===== config.mk =====
export PLATFORM = sky130hd
export DESIGN_NAME = win_variance_flat
export DESIGN_NICKNAME = d
export VERILOG_FILES = /design/src/rtl/stats_pkg.sv /design/src/rtl/win_variance_if.sv /design/src/rtl/win_sq_acc.sv /design/src/rtl/win_variance.sv /design/src/flat_wrapper.sv
export SDC_FILE = /design/constraint.sdc
export NUM_CORES = 1
export LEC_CHECK = 0
export ABC_AREA = 1
export CORE_ASPECT_RATIO = 0.6
export CORE_MARGIN = 2
export CORE_UTILIZATION = 62
export CTS_BUF_LIST = sky130_fd_sc_hd__clkbuf_2
export DETAILED_ROUTE_END_ITERATION = 10
export GPL_ROUTABILITY_DRIVEN = 0
export GPL_TIMING_DRIVEN = 0
export PLACE_DENSITY = 0.89
export SYNTH_ARGS = -nofsm -noshare
export SYNTH_HDL_FRONTEND = slang
export SYNTH_SLANG_ARGS = --single-unit

===== constraint.sdc =====
create_clock -name clk -period 11.6 [get_ports clk]
set_input_delay 2.32 -clock clk [delete_from_list [all_inputs] [get_ports clk]]
set_output_delay 2.32 -clock clk [all_outputs]
set_load 0.005 [all_outputs]

===== src/rtl/stats_pkg.sv =====
// Shared helpers for the sliding-window statistics engine.
//   - Default geometry (WINDOW, DATA_WIDTH).
//   - log2w(): shift amount that turns a window sum into a mean.
//   - is_pow2(): elaboration-time legality check for WINDOW.
//   - sum_w()/sqsum_w(): accumulator widths wide enough that a full window
//     of maximum-valued samples never overflows.
package stats_pkg;

    localparam int DEF_WINDOW     = 4;
    localparam int DEF_DATA_WIDTH = 8;

    function automatic int log2w(input int window);
        return $clog2(window);
    endfunction

    function automatic bit is_pow2(input int value);
        return (value >= 2) && ((value & (value - 1)) == 0);
    endfunction

    // Sum of WINDOW samples: DATA_WIDTH + LOG2W bits.
    function automatic int sum_w(input int data_width, input int window);
        return data_width + log2w(window);
    endfunction

    // Sum of WINDOW squared samples: 2*DATA_WIDTH + LOG2W bits.
    function automatic int sqsum_w(input int data_width, input int window);
        return 2 * data_width + log2w(window);
    endfunction

endpackage


===== src/rtl/win_variance_if.sv =====
// Sample/result bundle of the sliding-window statistics engine.
//   enable, clear, data_in                  : sample side (master drives)
//   data_valid, mean_out, sec_mom_out,
//   var_out, window_full                    : result side (slave drives)
interface win_variance_if
    import stats_pkg::*;
#(
    parameter int DATA_WIDTH = DEF_DATA_WIDTH
);
    logic                      enable;
    logic                      clear;
    logic [DATA_WIDTH-1:0]     data_in;
    logic                      data_valid;
    logic [DATA_WIDTH-1:0]     mean_out;
    logic [2*DATA_WIDTH-1:0]   sec_mom_out;
    logic [2*DATA_WIDTH-1:0]   var_out;
    logic                      window_full;

    modport master (
        output enable, clear, data_in,
        input  data_valid, mean_out, sec_mom_out, var_out, window_full
    );

    modport slave (
        input  enable, clear, data_in,
        output data_valid, mean_out, sec_mom_out, var_out, window_full
    );
endinterface


===== src/rtl/win_sq_acc.sv =====
// Stage S1 of the window statistics pipeline: WINDOW-deep sample shift
// register, saturating fill counter and running sum / sum-of-squares.
// Ports:
//   clk, rst          clock and synchronous active-high reset
//   enable, data_in   sample accepted this cycle
//   clear             restart the window (enable+clear loads data_in as entry 0)
//   x_sum, x_sqsum    running sum and sum of squares of the window contents
//   full              registered (fill count == WINDOW)
//   s1_valid          a sample was accepted and the window is full after it
module win_sq_acc
    import stats_pkg::*;
#(
    parameter  int WINDOW     = DEF_WINDOW,
    parameter  int DATA_WIDTH = DEF_DATA_WIDTH,
    localparam int SUM_W      = sum_w(DATA_WIDTH, WINDOW),
    localparam int SQSUM_W    = sqsum_w(DATA_WIDTH, WINDOW)
) (
    input  logic                  clk,
    input  logic                  rst,
    input  logic                  enable,
    input  logic                  clear,
    input  logic [DATA_WIDTH-1:0] data_in,
    output logic [SUM_W-1:0]      x_sum,
    output logic [SQSUM_W-1:0]    x_sqsum,
    output logic                  full,
    output logic                  s1_valid
);
    localparam int LOG2W  = log2w(WINDOW);
    localparam int CNT_W  = LOG2W + 1;
    localparam int PROD_W = 2 * DATA_WIDTH;
    localparam logic [CNT_W-1:0] FILL_MAX = CNT_W'(WINDOW);

    // Entry 0 is the newest sample, entry WINDOW-1 the one about to leave.
    logic [WINDOW-1:0][DATA_WIDTH-1:0] fifo_reg, fifo_next;
    logic [SUM_W-1:0]   sum_reg, sum_next;
    logic [SQSUM_W-1:0] sqsum_reg, sqsum_next;
    logic [CNT_W-1:0]   fill_reg, fill_next;
    logic               full_reg, s1_valid_reg;

    logic [DATA_WIDTH-1:0] x_old;
    logic [PROD_W-1:0]     x_sq, x_old_sq;

    // The FIFO starts zeroed, so during warm-up x_old is 0 and the
    // subtraction below leaves the accumulators exact.
    assign x_old    = fifo_reg[WINDOW-1];
    assign x_sq     = PROD_W'(data_in) * PROD_W'(data_in);
    assign x_old_sq = PROD_W'(x_old) * PROD_W'(x_old);

    genvar gi;
    generate
        for (gi = 0; gi < WINDOW; gi++) begin : g_fifo
            if (gi == 0) begin : g_head
                assign fifo_next[gi] = enable ? data_in
                                     : (clear ? '0 : fifo_reg[gi]);
            end else begin : g_tail
                assign fifo_next[gi] = clear  ? '0
                                     : (enable ? fifo_reg[gi-1] : fifo_reg[gi]);
            end
        end
    endgenerate

    always_comb begin
        sum_next   = sum_reg;
        sqsum_next = sqsum_reg;
        fill_next  = fill_reg;
        if (clear) begin
            sum_next   = enable ? SUM_W'(data_in) : '0;
            sqsum_next = enable ? SQSUM_W'(x_sq)  : '0;
            fill_next  = enable ? CNT_W'(1)       : '0;
        end else if (enable) begin
            sum_next   = sum_reg + SUM_W'(data_in) - SUM_W'(x_old);
            sqsum_next = sqsum_reg + SQSUM_W'(x_sq) - SQSUM_W'(x_old_sq);
            if (fill_reg != FILL_MAX) begin
                fill_next = fill_reg + CNT_W'(1);
            end
        end
    end

    always_ff @(posedge clk) begin
        if (rst) begin
            fifo_reg     <= '0;
            sum_reg      <= '0;
            sqsum_reg    <= '0;
            fill_reg     <= '0;
            full_reg     <= 1'b0;
            s1_valid_reg <= 1'b0;
        end else begin
            fifo_reg     <= fifo_next;
            sum_reg      <= sum_next;
            sqsum_reg    <= sqsum_next;
            fill_reg     <= fill_next;
            full_reg     <= (fill_next == FILL_MAX);
            s1_valid_reg <= enable && (fill_next == FILL_MAX);
        end
    end

    assign x_sum    = sum_reg;
    assign x_sqsum  = sqsum_reg;
    assign full     = full_reg;
    assign s1_valid = s1_valid_reg;

endmodule


===== src/rtl/win_variance.sv =====
// Sliding-window mean / second moment / variance over the last WINDOW
// unsigned samples. Three-edge latency from sample acceptance to the
// data_valid strobe; one sample per cycle throughput.
// Ports:
//   clk  single rising-edge clock
//   rst  synchronous active-high reset (priority over clear and enable)
//   bus  win_variance_if.slave: enable/clear/data_in in,
//        data_valid/mean_out/sec_mom_out/var_out/window_full out
module win_variance
    import stats_pkg::*;
#(
    parameter int WINDOW     = DEF_WINDOW,
    parameter int DATA_WIDTH = DEF_DATA_WIDTH
) (
    input logic           clk,
    input logic           rst,
    win_variance_if.slave bus
);
    localparam int LOG2W   = log2w(WINDOW);
    localparam int SUM_W   = sum_w(DATA_WIDTH, WINDOW);
    localparam int SQSUM_W = sqsum_w(DATA_WIDTH, WINDOW);
    localparam int PROD_W  = 2 * DATA_WIDTH;

    generate
        if (!is_pow2(WINDOW)) begin : g_bad_window
            $error("win_variance: WINDOW must be a power of 2 and >= 2");
        end
    endgenerate

    logic [SUM_W-1:0]   acc_sum;
    logic [SQSUM_W-1:0] acc_sqsum;
    logic               acc_full;
    logic               acc_s1_valid;

    win_sq_acc #(
        .WINDOW     (WINDOW),
        .DATA_WIDTH (DATA_WIDTH)
    ) u_acc (
        .clk      (clk),
        .rst      (rst),
        .enable   (bus.enable),
        .clear    (bus.clear),
        .data_in  (bus.data_in),
        .x_sum    (acc_sum),
        .x_sqsum  (acc_sqsum),
        .full     (acc_full),
        .s1_valid (acc_s1_valid)
    );

    // S2: divide by WINDOW. The sum of WINDOW samples shifted by LOG2W
    // always fits back into DATA_WIDTH bits.
    logic                  s2_valid_reg;
    logic [DATA_WIDTH-1:0] s2_mean_reg;
    logic [PROD_W-1:0]     s2_m2_reg;

    // S3: output registers.
    logic                  data_valid_reg;
    logic [DATA_WIDTH-1:0] mean_reg;
    logic [PROD_W-1:0]     sec_mom_reg;
    logic [PROD_W-1:0]     var_reg;

    logic [PROD_W-1:0]     mean_sq;
    logic                  s3_load;

    assign mean_sq = PROD_W'(s2_mean_reg) * PROD_W'(s2_mean_reg);
    // floor(mean)^2 <= floor(m2), so the subtraction cannot go negative.
    // A clear drops whatever is in flight, including the S2 result.
    assign s3_load = s2_valid_reg && !bus.clear;

    always_ff @(posedge clk) begin
        if (rst) begin
            s2_valid_reg   <= 1'b0;
            s2_mean_reg    <= '0;
            s2_m2_reg      <= '0;
            data_valid_reg <= 1'b0;
            mean_reg       <= '0;
            sec_mom_reg    <= '0;
            var_reg        <= '0;
        end else begin
            s2_valid_reg   <= acc_s1_valid && !bus.clear;
            s2_mean_reg    <= DATA_WIDTH'(acc_sum >> LOG2W);
            s2_m2_reg      <= PROD_W'(acc_sqsum >> LOG2W);
            data_valid_reg <= s3_load;
            if (s3_load) begin
                mean_reg    <= s2_mean_reg;
                sec_mom_reg <= s2_m2_reg;
                var_reg     <= s2_m2_reg - mean_sq;
            end
        end
    end

    assign bus.data_valid  = data_valid_reg;
    assign bus.mean_out    = mean_reg;
    assign bus.sec_mom_out = sec_mom_reg;
    assign bus.var_out     = var_reg;
    assign bus.window_full = acc_full;

endmodule


===== src/flat_wrapper.sv =====
// flat-port wrapper written by rule: the top's interface ports become plain ports
module win_variance_flat import stats_pkg::*;
#(
    parameter int WINDOW     = DEF_WINDOW,
    parameter int DATA_WIDTH = DEF_DATA_WIDTH
)
  (clk, rst, bus_enable, bus_clear, bus_data_in, bus_data_valid, bus_mean_out, bus_sec_mom_out, bus_var_out, bus_window_full);
  win_variance_if #(.DATA_WIDTH(DATA_WIDTH)) bus_i ();
  input logic clk;
  input logic rst;
  input wire logic [$bits(bus_i.enable)-1:0] bus_enable;
  input wire logic [$bits(bus_i.clear)-1:0] bus_clear;
  input wire logic [$bits(bus_i.data_in)-1:0] bus_data_in;
  output wire logic [$bits(bus_i.data_valid)-1:0] bus_data_valid;
  output wire logic [$bits(bus_i.mean_out)-1:0] bus_mean_out;
  output wire logic [$bits(bus_i.sec_mom_out)-1:0] bus_sec_mom_out;
  output wire logic [$bits(bus_i.var_out)-1:0] bus_var_out;
  output wire logic [$bits(bus_i.window_full)-1:0] bus_window_full;
  assign bus_i.enable = bus_enable;
  assign bus_i.clear = bus_clear;
  assign bus_i.data_in = bus_data_in;
  assign bus_data_valid = bus_i.data_valid;
  assign bus_mean_out = bus_i.mean_out;
  assign bus_sec_mom_out = bus_i.sec_mom_out;
  assign bus_var_out = bus_i.var_out;
  assign bus_window_full = bus_i.window_full;
  win_variance #(.WINDOW(WINDOW), .DATA_WIDTH(DATA_WIDTH)) u_core (.clk(clk), .rst(rst), .bus(bus_i));
endmodule

-- After elaboration in Yosys (flattened, before gate mapping)
Cells that the tools add are included.
W data, S select, Z words.
- bits in read-only memories: 0
- bits in latches: 0
- input port bits: 12
- logic and storage cells: 45
- memories: 0
- output and inout port bits: 42
- bits in writable memories: 0
- register bits after elaboration: 131
- bitwise gates (word level): 0
- multiply operators: 3
- $lt $le $gt $ge: 0
- eq/ne operators: 2
- $add $sub $neg: 6
- shift-type cells: 0
- reductions and logical operators: 6
- div/mod/pow operators: 0
- mux-type cells: 12
- operators by type and width (operator ; count):
    $mul A8 B8 Y16 ; 3
    $mux W18 ; 2
    $mux W8 ; 3
    $mux W10 ; 2
    $add A18 B16 Y18 ; 1
    $sub A18 B16 Y18 ; 1
    $mux W16 ; 1
    $sub A16 B16 Y16 ; 1
    $add A10 B8 Y10 ; 1
    $sub A10 B8 Y10 ; 1
    $mux W3 ; 3
    $add A3 B1 Y3 const B ; 1
    $eq A3 B3 Y1 const B ; 1
    $logic_and A1 B1 Y1 ; 3
    $ne A3 B3 Y1 const B ; 1
    $reduce_bool A2 Y1 ; 1
    $reduce_or A2 Y1 ; 1
    $logic_not A1 Y1 ; 1
    $mux W1 ; 1

-- Logic depth before layout (Yosys ltp)
- depth in word-level cells: 6
- mapped depth: 34
- gate-level depth less buffers: 33

-- Hierarchy
Synthesis repeated with hierarchy kept, for this count alone.
- cell total of the unflattened synthesis: 1795
- area, all modules: 12687.2 µm²
- modules (own cells, without submodules) (module ; times used ; area an instance (µm²) ; cells an instance ; seq. area each (µm²)):
    win_sq_acc ; 1 ; 8055.2 ; 1149 ; 1301.2
    win_variance ; 1 ; 4631.9 ; 646 ; 1321.3

-- Worst setup path after synthesis
Ideal clock, no wire load.
- path kind: input to register
- start point: input port bus_data_in[4]
- end point: register u_core.u_acc.sqsum_reg[13] (netlist: u_core.u_acc.x_sqsum[13])
- arrival: 7.191 ns
- path buffers: 1
- stages on the path: 28
- setup time: 0.109 ns
- data required time: 11.491 ns
- setup slack: 4.300 ns
- cells stage by stage: clkbuf_1 -> nand2_1 -> fa_1 -> inv_1 -> fa_1 -> fa_1 -> inv_1 -> fa_1 -> inv_1 -> ha_1 -> nand2_1 -> nor2_1 -> nand3_1 -> nand3_1 -> nand2_1 -> and2_1 -> fa_1 -> ha_1 -> nand2_1 -> inv_1 -> nand2_1 -> inv_1 -> a21oi_1 -> nand3_1 -> nand3_1 -> nand3_1 -> nand2_1 -> inv_1
- cells in the longest elaborated chain, start to end: 5
- elaborated cells between the ends (all ways): 6
- those cells by class: add/sub (2); mul (1); mux (3)
- ends and longest elaborated chain (what ; line ; text):
    from (decl) ; flat_wrapper.sv:13 ; input wire logic [$bits(bus_i.data_in)-1:0] bus_data_in;
    $mul A8 B8 Y16 * ; win_sq_acc.sv:46 ; assign x_sq = PROD_W'(data_in) * PROD_W'(data_in);
    $add A18 B16 Y18 ; win_sq_acc.sv:72 ; sqsum_next = sqsum_reg + SQSUM_W'(x_sq) - SQSUM_W'(x_old_sq);
    $sub A18 B16 Y18 ; win_sq_acc.sv:72 ;
    $mux W18 ; win_sq_acc.sv:70 ; end else if (enable) begin
    $mux W18 * ; win_sq_acc.sv:66 ; if (clear) begin
    to (signal assigned) ; win_sq_acc.sv:90 ; sqsum_reg <= sqsum_next;
    to (decl) ; win_sq_acc.sv:36 ; logic [SQSUM_W-1:0] sqsum_reg, sqsum_next;
Mark *: on every way between the ends. The rest lies on a longest branch, timed or not. The select of a mux whose other input is x is not followed.
A chain may end at the register's enable or synchronous reset.

-- Worst setup path after layout
Same ends and word-level chain as after synthesis.

==> flow_metrics.env <==
export IMPL_rsz0062_at_grt="no"
export IMPL_grt_pass1_vias=10800
export IMPL_worst_ir_drop_vdd_uv=234
export IMPL_seqPwrFrac_pct=18.7
export IMPL_grt_pass1_wl_um=54500
export IMPL_ioPinCount=54
export IMPL_die_w_um=186
export IMPL_synthArstFlopShare_pct=0
export IMPL_drc_errors=0
export IMPL_synth_seq_cells=131
export IMPL_dr_pass1_iters=9
export IMPL_dp_cells=2024
export IMPL_syn2layout_area_growth_pct=8.02
export IMPL_grt_usage_pct=33.1
export IMPL_ant_nets=0
export IMPL_p_per_area_mw_per_mm2=205
export IMPL_power_leakage_nw=7.03
export IMPL_synth_top_area_cell="dfxtp_1"
export IMPL_dieArea_mm2=0.0211
export IMPL_hold_viol=0
export IMPL_end_kind="flip-flop"
export IMPL_insertion_delay_ps=790
export IMPL_ys_flop_type="dfxtp_1"
export IMPL_io_buffer_count=48
export IMPL_power_frac_clock_pct=9.2
export IMPL_synth_fp_nets=1969
export IMPL_setup_viol=0
export IMPL_cp_arrival_ps=8750
export IMPL_rows=39
export IMPL_place_ws_ps=2940
export IMPL_drtIter0Drc=1441
export IMPL_maxSlewViolCount=0
export IMPL_fin_cells=2056
export IMPL_critical_path_class="in2reg"
export IMPL_tightest_slew_ps=838
export IMPL_die_h_um=113
export IMPL_avgRoutedWirePerCell_um=16.4
export IMPL_cts_sinks=131
export IMPL_yosysMostFrequentCell="inv_1"
export IMPL_fmax_ghz=0.125
export IMPL_slowest_delay_ps=550
export IMPL_vias=11400
export IMPL_crit_required_ps=12320
export IMPL_largest_register_ffs=24
export IMPL_dp_hpwl_um=27600
export IMPL_relSlewSlack_pct=44.2
export IMPL_period_share_pct=69.2
export IMPL_synth_area_leaders="dfxtp_1 (21%), fa_1 (19%), ha_1 (13%)"
export IMPL_final_layout_size_suffix_gt1_share_pct=3.91
export IMPL_post_cts_buffers=0
export IMPL_yosys_warnings=0
export IMPL_cp_common_cell="nand2_1"
export IMPL_syn_mean_instance_area_um2=7.24
export IMPL_synth_top_cells_by_count="inv_1 (387), nand2_1 (377), nor2_1 (148), dfxtp_1 (131), ha_1 (127)"
export IMPL_synthesis_area_mm2=0.0124
export IMPL_diodes=0
export IMPL_cp_max_fo=10
export IMPL_p_int_mw=1.22
export IMPL_cap_violations=0
export IMPL_start_util_pct=64.2
export IMPL_synth_top_area_share_pct=21.2
export IMPL_ys_types=43
export IMPL_cts_tree="built"
export IMPL_viasPerCell=5.52
export IMPL_timing_final_crit_period_ps=8030
export IMPL_floorplan_core_area_mm2=0.0193
export IMPL_setup_tns_ps=0
export IMPL_antenna_found_initial=0
export IMPL_synth_edf_count=0
export IMPL_cts_hold_buf=0
export IMPL_synth_cells=1710
export IMPL_cp_start_kind="primary input"
export IMPL_crit_slowest_cell="fa_1"
export IMPL_p_switching_mw=1.52
export IMPL_swShare_pct=55.5
export IMPL_status="finished, final reports clean"
export IMPL_fin_worst_skew_ps=33.8
export IMPL_fin_nets=2036
export IMPL_ys_seq_area_share_pct=21.2
export IMPL_cts_resized_gates=0
export IMPL_clockRootBuffer="clkbuf_2"
export IMPL_ctsHtreeMaxLevel=4
export IMPL_clkTransAtPathRegs_ps=230
export IMPL_overflow=0
export IMPL_cts_buffers=17
export IMPL_min_path_type="reg2reg"
export IMPL_fin_ws_ps=3570
export IMPL_p_comb_share_pct=72.1
export IMPL_clk_path_buf_depth=2
export IMPL_wirelength_um=33700
export IMPL_grt_max_degree=17
==> per-layer routing <==
metal	wire length [um]	part of all wire [%]	up-vias	track usage [%]
li1	-	-	5296	-
met3	5440	16	98	14.2
met1	14300	42	5193	46.3
met2	13000	39	769	47.0
met5	0	0	-	0
met4	911	2.7	0	8.27
==> critical path, delay by kind of cell <==
family,cells,cell delay (ps)
adders and majority gates,7,3240
buffers and inverters,7,1360
and+or+nand+nor,16,1820
==> cell type report <==
class / instances / area [um2]
sequential: 131 / 2620
multi-input combinational: 1124 / 8000
tap: 266 / 333
clock inverter: 14 / 88.8
timing repair buffer: 48 / 480
clock buffer: 18 / 90.1
fill: 1491 / 5910
inverter: 392 / 1470
buffer: 63 / 278
==> through the flow <==
step	power (mW)	util [%]	hold slack, ps	cell area [um2]
global route	2.99	69.4	467	13400
finish	2.74	69.4	449	13400
global placement	2.31	68.4	414	13200
detailed placement	2.40	68.4	430	13200
CTS	2.65	69.4	444	13400
floorplan	1.96	-	403	12400
==> worst paths after layout <==
| kind | startpoint | to | slack [ps] | cells after the start |
|---|---|---|---|---|
| max | bus_data_in[4] | u_core.u_acc.x_sqsum[13] | 3570 | 30 |
| min | u_core.u_acc.s1_valid | u_core.s2_valid_reg | 450 | 2 |
| max reg2reg | u_core.u_acc.x_old[5] | u_core.u_acc.x_sqsum[15] | 6290 | 23 |
| min reg2reg | u_core.u_acc.s1_valid | u_core.s2_valid_reg | 450 | 2 |
==> cell families (layout without fill, tap and decap cells) <==
family                     after synthesis  in the layout  synth area share (%)
AOI/OAI and AO/OA                      198            198                  8.48
xor gates and xnor gates                38             38                  2.69
adders and majority gates              247            247                  32.3
buffers and inverters                  455            535                  14.2
DFF                                    131            131                  21.2
and+or+nand+nor                        641            641                  21.2
==> layout by cell type (no fill, tap or decap), types with 4 or more instances in the layout <==
cell type	count
dfxtp_1	131
buf_1	4
xnor2_1	17
clkbuf_1	35
xor2_1	21
nor3_1	9
buf_2	19
nand3_1	74
inv_2	4
clkdlybuf4s50_1	48
inv_1	387
and2_1	6
a31oi_1	10
nand2_1	377
nand4_1	6
clkbuf_2	20
nor2_1	148
o21ai_0	80
a21oi_1	90
fa_1	120
ha_1	127
clkinv_1	4
nand3b_1	8
==> power by group through the flow <==
stage                     clock network, mW  logic (mW)  registers [mW]
final                                 0.252        1.98           0.511
after global routing                  0.269        2.21           0.514
after CTS                             0.249        1.89           0.509
after detailed placement                  0        1.88           0.519
after global placement                    0        1.79           0.517
after floorplan                           0        1.45           0.510
(Power assumes the default switching activity.)
==> patch, RTL diff (same settings) <==
Change the package constant `DEF_DATA_WIDTH` from 8 to 10.
--- a/src/rtl/stats_pkg.sv
+++ b/src/rtl/stats_pkg.sv
@@ -7,7 +7,7 @@
 package stats_pkg;
 
     localparam int DEF_WINDOW     = 4;
-    localparam int DEF_DATA_WIDTH = 8;
+    localparam int DEF_DATA_WIDTH = 10;
 
     function automatic int log2w(input int window);
         return $clog2(window);
Ports: changed (resized bus_data_in, bus_mean_out, bus_sec_mom_out and bus_var_out); port bits go from 54 to 66. The function was not compared with the original's and may differ.
==> patch against the unedited design <==
Worst setup slack worse by 2.6 ns; final area grew 41%; worst hold slack improved by 0.021 ns; via count rose by 39%; routed wire length up 48%; synthesized cell count increased by 36%; synthesized area rose by 42%; sequential cell count rose by 30; count of clock-buffer cells in the layout decreased by 1.
Power is left out: the tool's default activity adds up to more than one toggle a clock period on the data nets, which glitch-free logic cannot reach.
==> patch: results (changes against the unedited design) <==
status complete, no violations; Synth Area in Adders 38.10% (+5.8 points); Buffers on Ports 63 (+31%); type of the tightest min-delay check register to register; CP arrival 11.45 ns (+2.70 ns); reg2reg path depth 18 (-22%); CTS clock-pin slew for the worst setup and hold paths 0.29 ns (+0.06 ns); Max stage delay cell, worst path clkdlybuf4s50_1; cell taking the most area after synthesis fa_1; Clock Latency Late Sink 0.90 ns (+0.11 ns); min cycle time layout 10.65 ns (+2.622 ns); DR iter-0 viols 2101 (+46%); max-cap violations 0 (unchanged); FF-to-FF setup slack 5.74 ns (-0.55 ns); total number of vias 15830 (+39%); largest net degree at the start of global routing 18 (+1); Non-Filler Instances 2787 (+36%); Fill cells 2152 (+44%); WHS 0.4696 ns (+0.02086 ns); Synth area leaders fa_1 (24%), dfxtp_1 (18%), ha_1 (14%), inv_1 (11%), nand2_1 (11%); relative slew slack 30.58% (-14 points); ys flop type dfxtp_1; routed wire length 49880 um (+48%); Reg-to-Reg Start u_core.u_acc.x_old[4]; synth unique cells 45 (+4.7%); R2R Path End u_core.u_acc.x_sqsum[20]; Clock Tree Buf Depth 2 (unchanged); sequential cell area fraction in the yosys report 18.39% (-2.8 points); Synth Net Count 2745 (+39%); Total Routing Usage GR 34.43% (+1.4 points); Setup crit end u_core.u_acc.x_sqsum[10]; Endpoint, Worst Hold u_core.s2_valid_reg; first-pass GRT wire length 79760 um (+46%); # Post-CTS Setup Buffers 0 (unchanged); Synth Area in Compound Gates 8.308% (-0.17 points); Synth Area in XOR/XNOR 2.791% (+0.10 points); Setup Slack @ Placement 0.2873 ns (-2.657 ns); max incr delay on CP 0.66 ns (+0.11 ns); synth cell count leaders inv_1 (535), nand2_1 (500), fa_1 (213); Largest register FFs 30 (+25%); DRT Pass-1 Iters 7 (-2); share of layout cells above drive strength 1 3.264% (-0.65 points); Area after DPL 0.01862 mm^2 (+41%); Final HPWL DP 41280 um (+50%); clock skew 0.05292 ns (+0.01912 ns); average size of a mapped cell 7.540 um^2 (+4.2%); Clock H-tree levels 4 (unchanged)
## patch: routing by layer
layer	global-route usage (%)	up-vias	share of wire, %
li1	-	7210	-
met1	48.40	7434	41
met2	50.54	1034	41
met5	0	-	0
met4	9.694	0	2.4
met3	11.76	147	15
## patch: layout make-up
cell class / instances / area [um^2] / area share, %
Buffer: 72 / 297.8 / 1.578
Clock buffer: 17 / 85.08 / 0.4508
Clock inverter: 15 / 167.7 / 0.8884
Inverter: 540 / 2027 / 10.74
Multi-Input combinational cell: 1552 / 11980 / 63.49
Sequential cell: 161 / 3223 / 17.08
Tap cell: 367 / 459.2 / 2.433
Timing Repair Buffer: 63 / 630.6 / 3.341
## patch: worst reg2reg max path, delay by kind of cell, from the launching register on
family	cells	cell delay, ns
simple gates	6	0.67
compound gates	3	0.84
buf+inv	2	0.62
fa+ha+maj	6	2.59
flops	1	0.64
xor+xnor	1	0.45
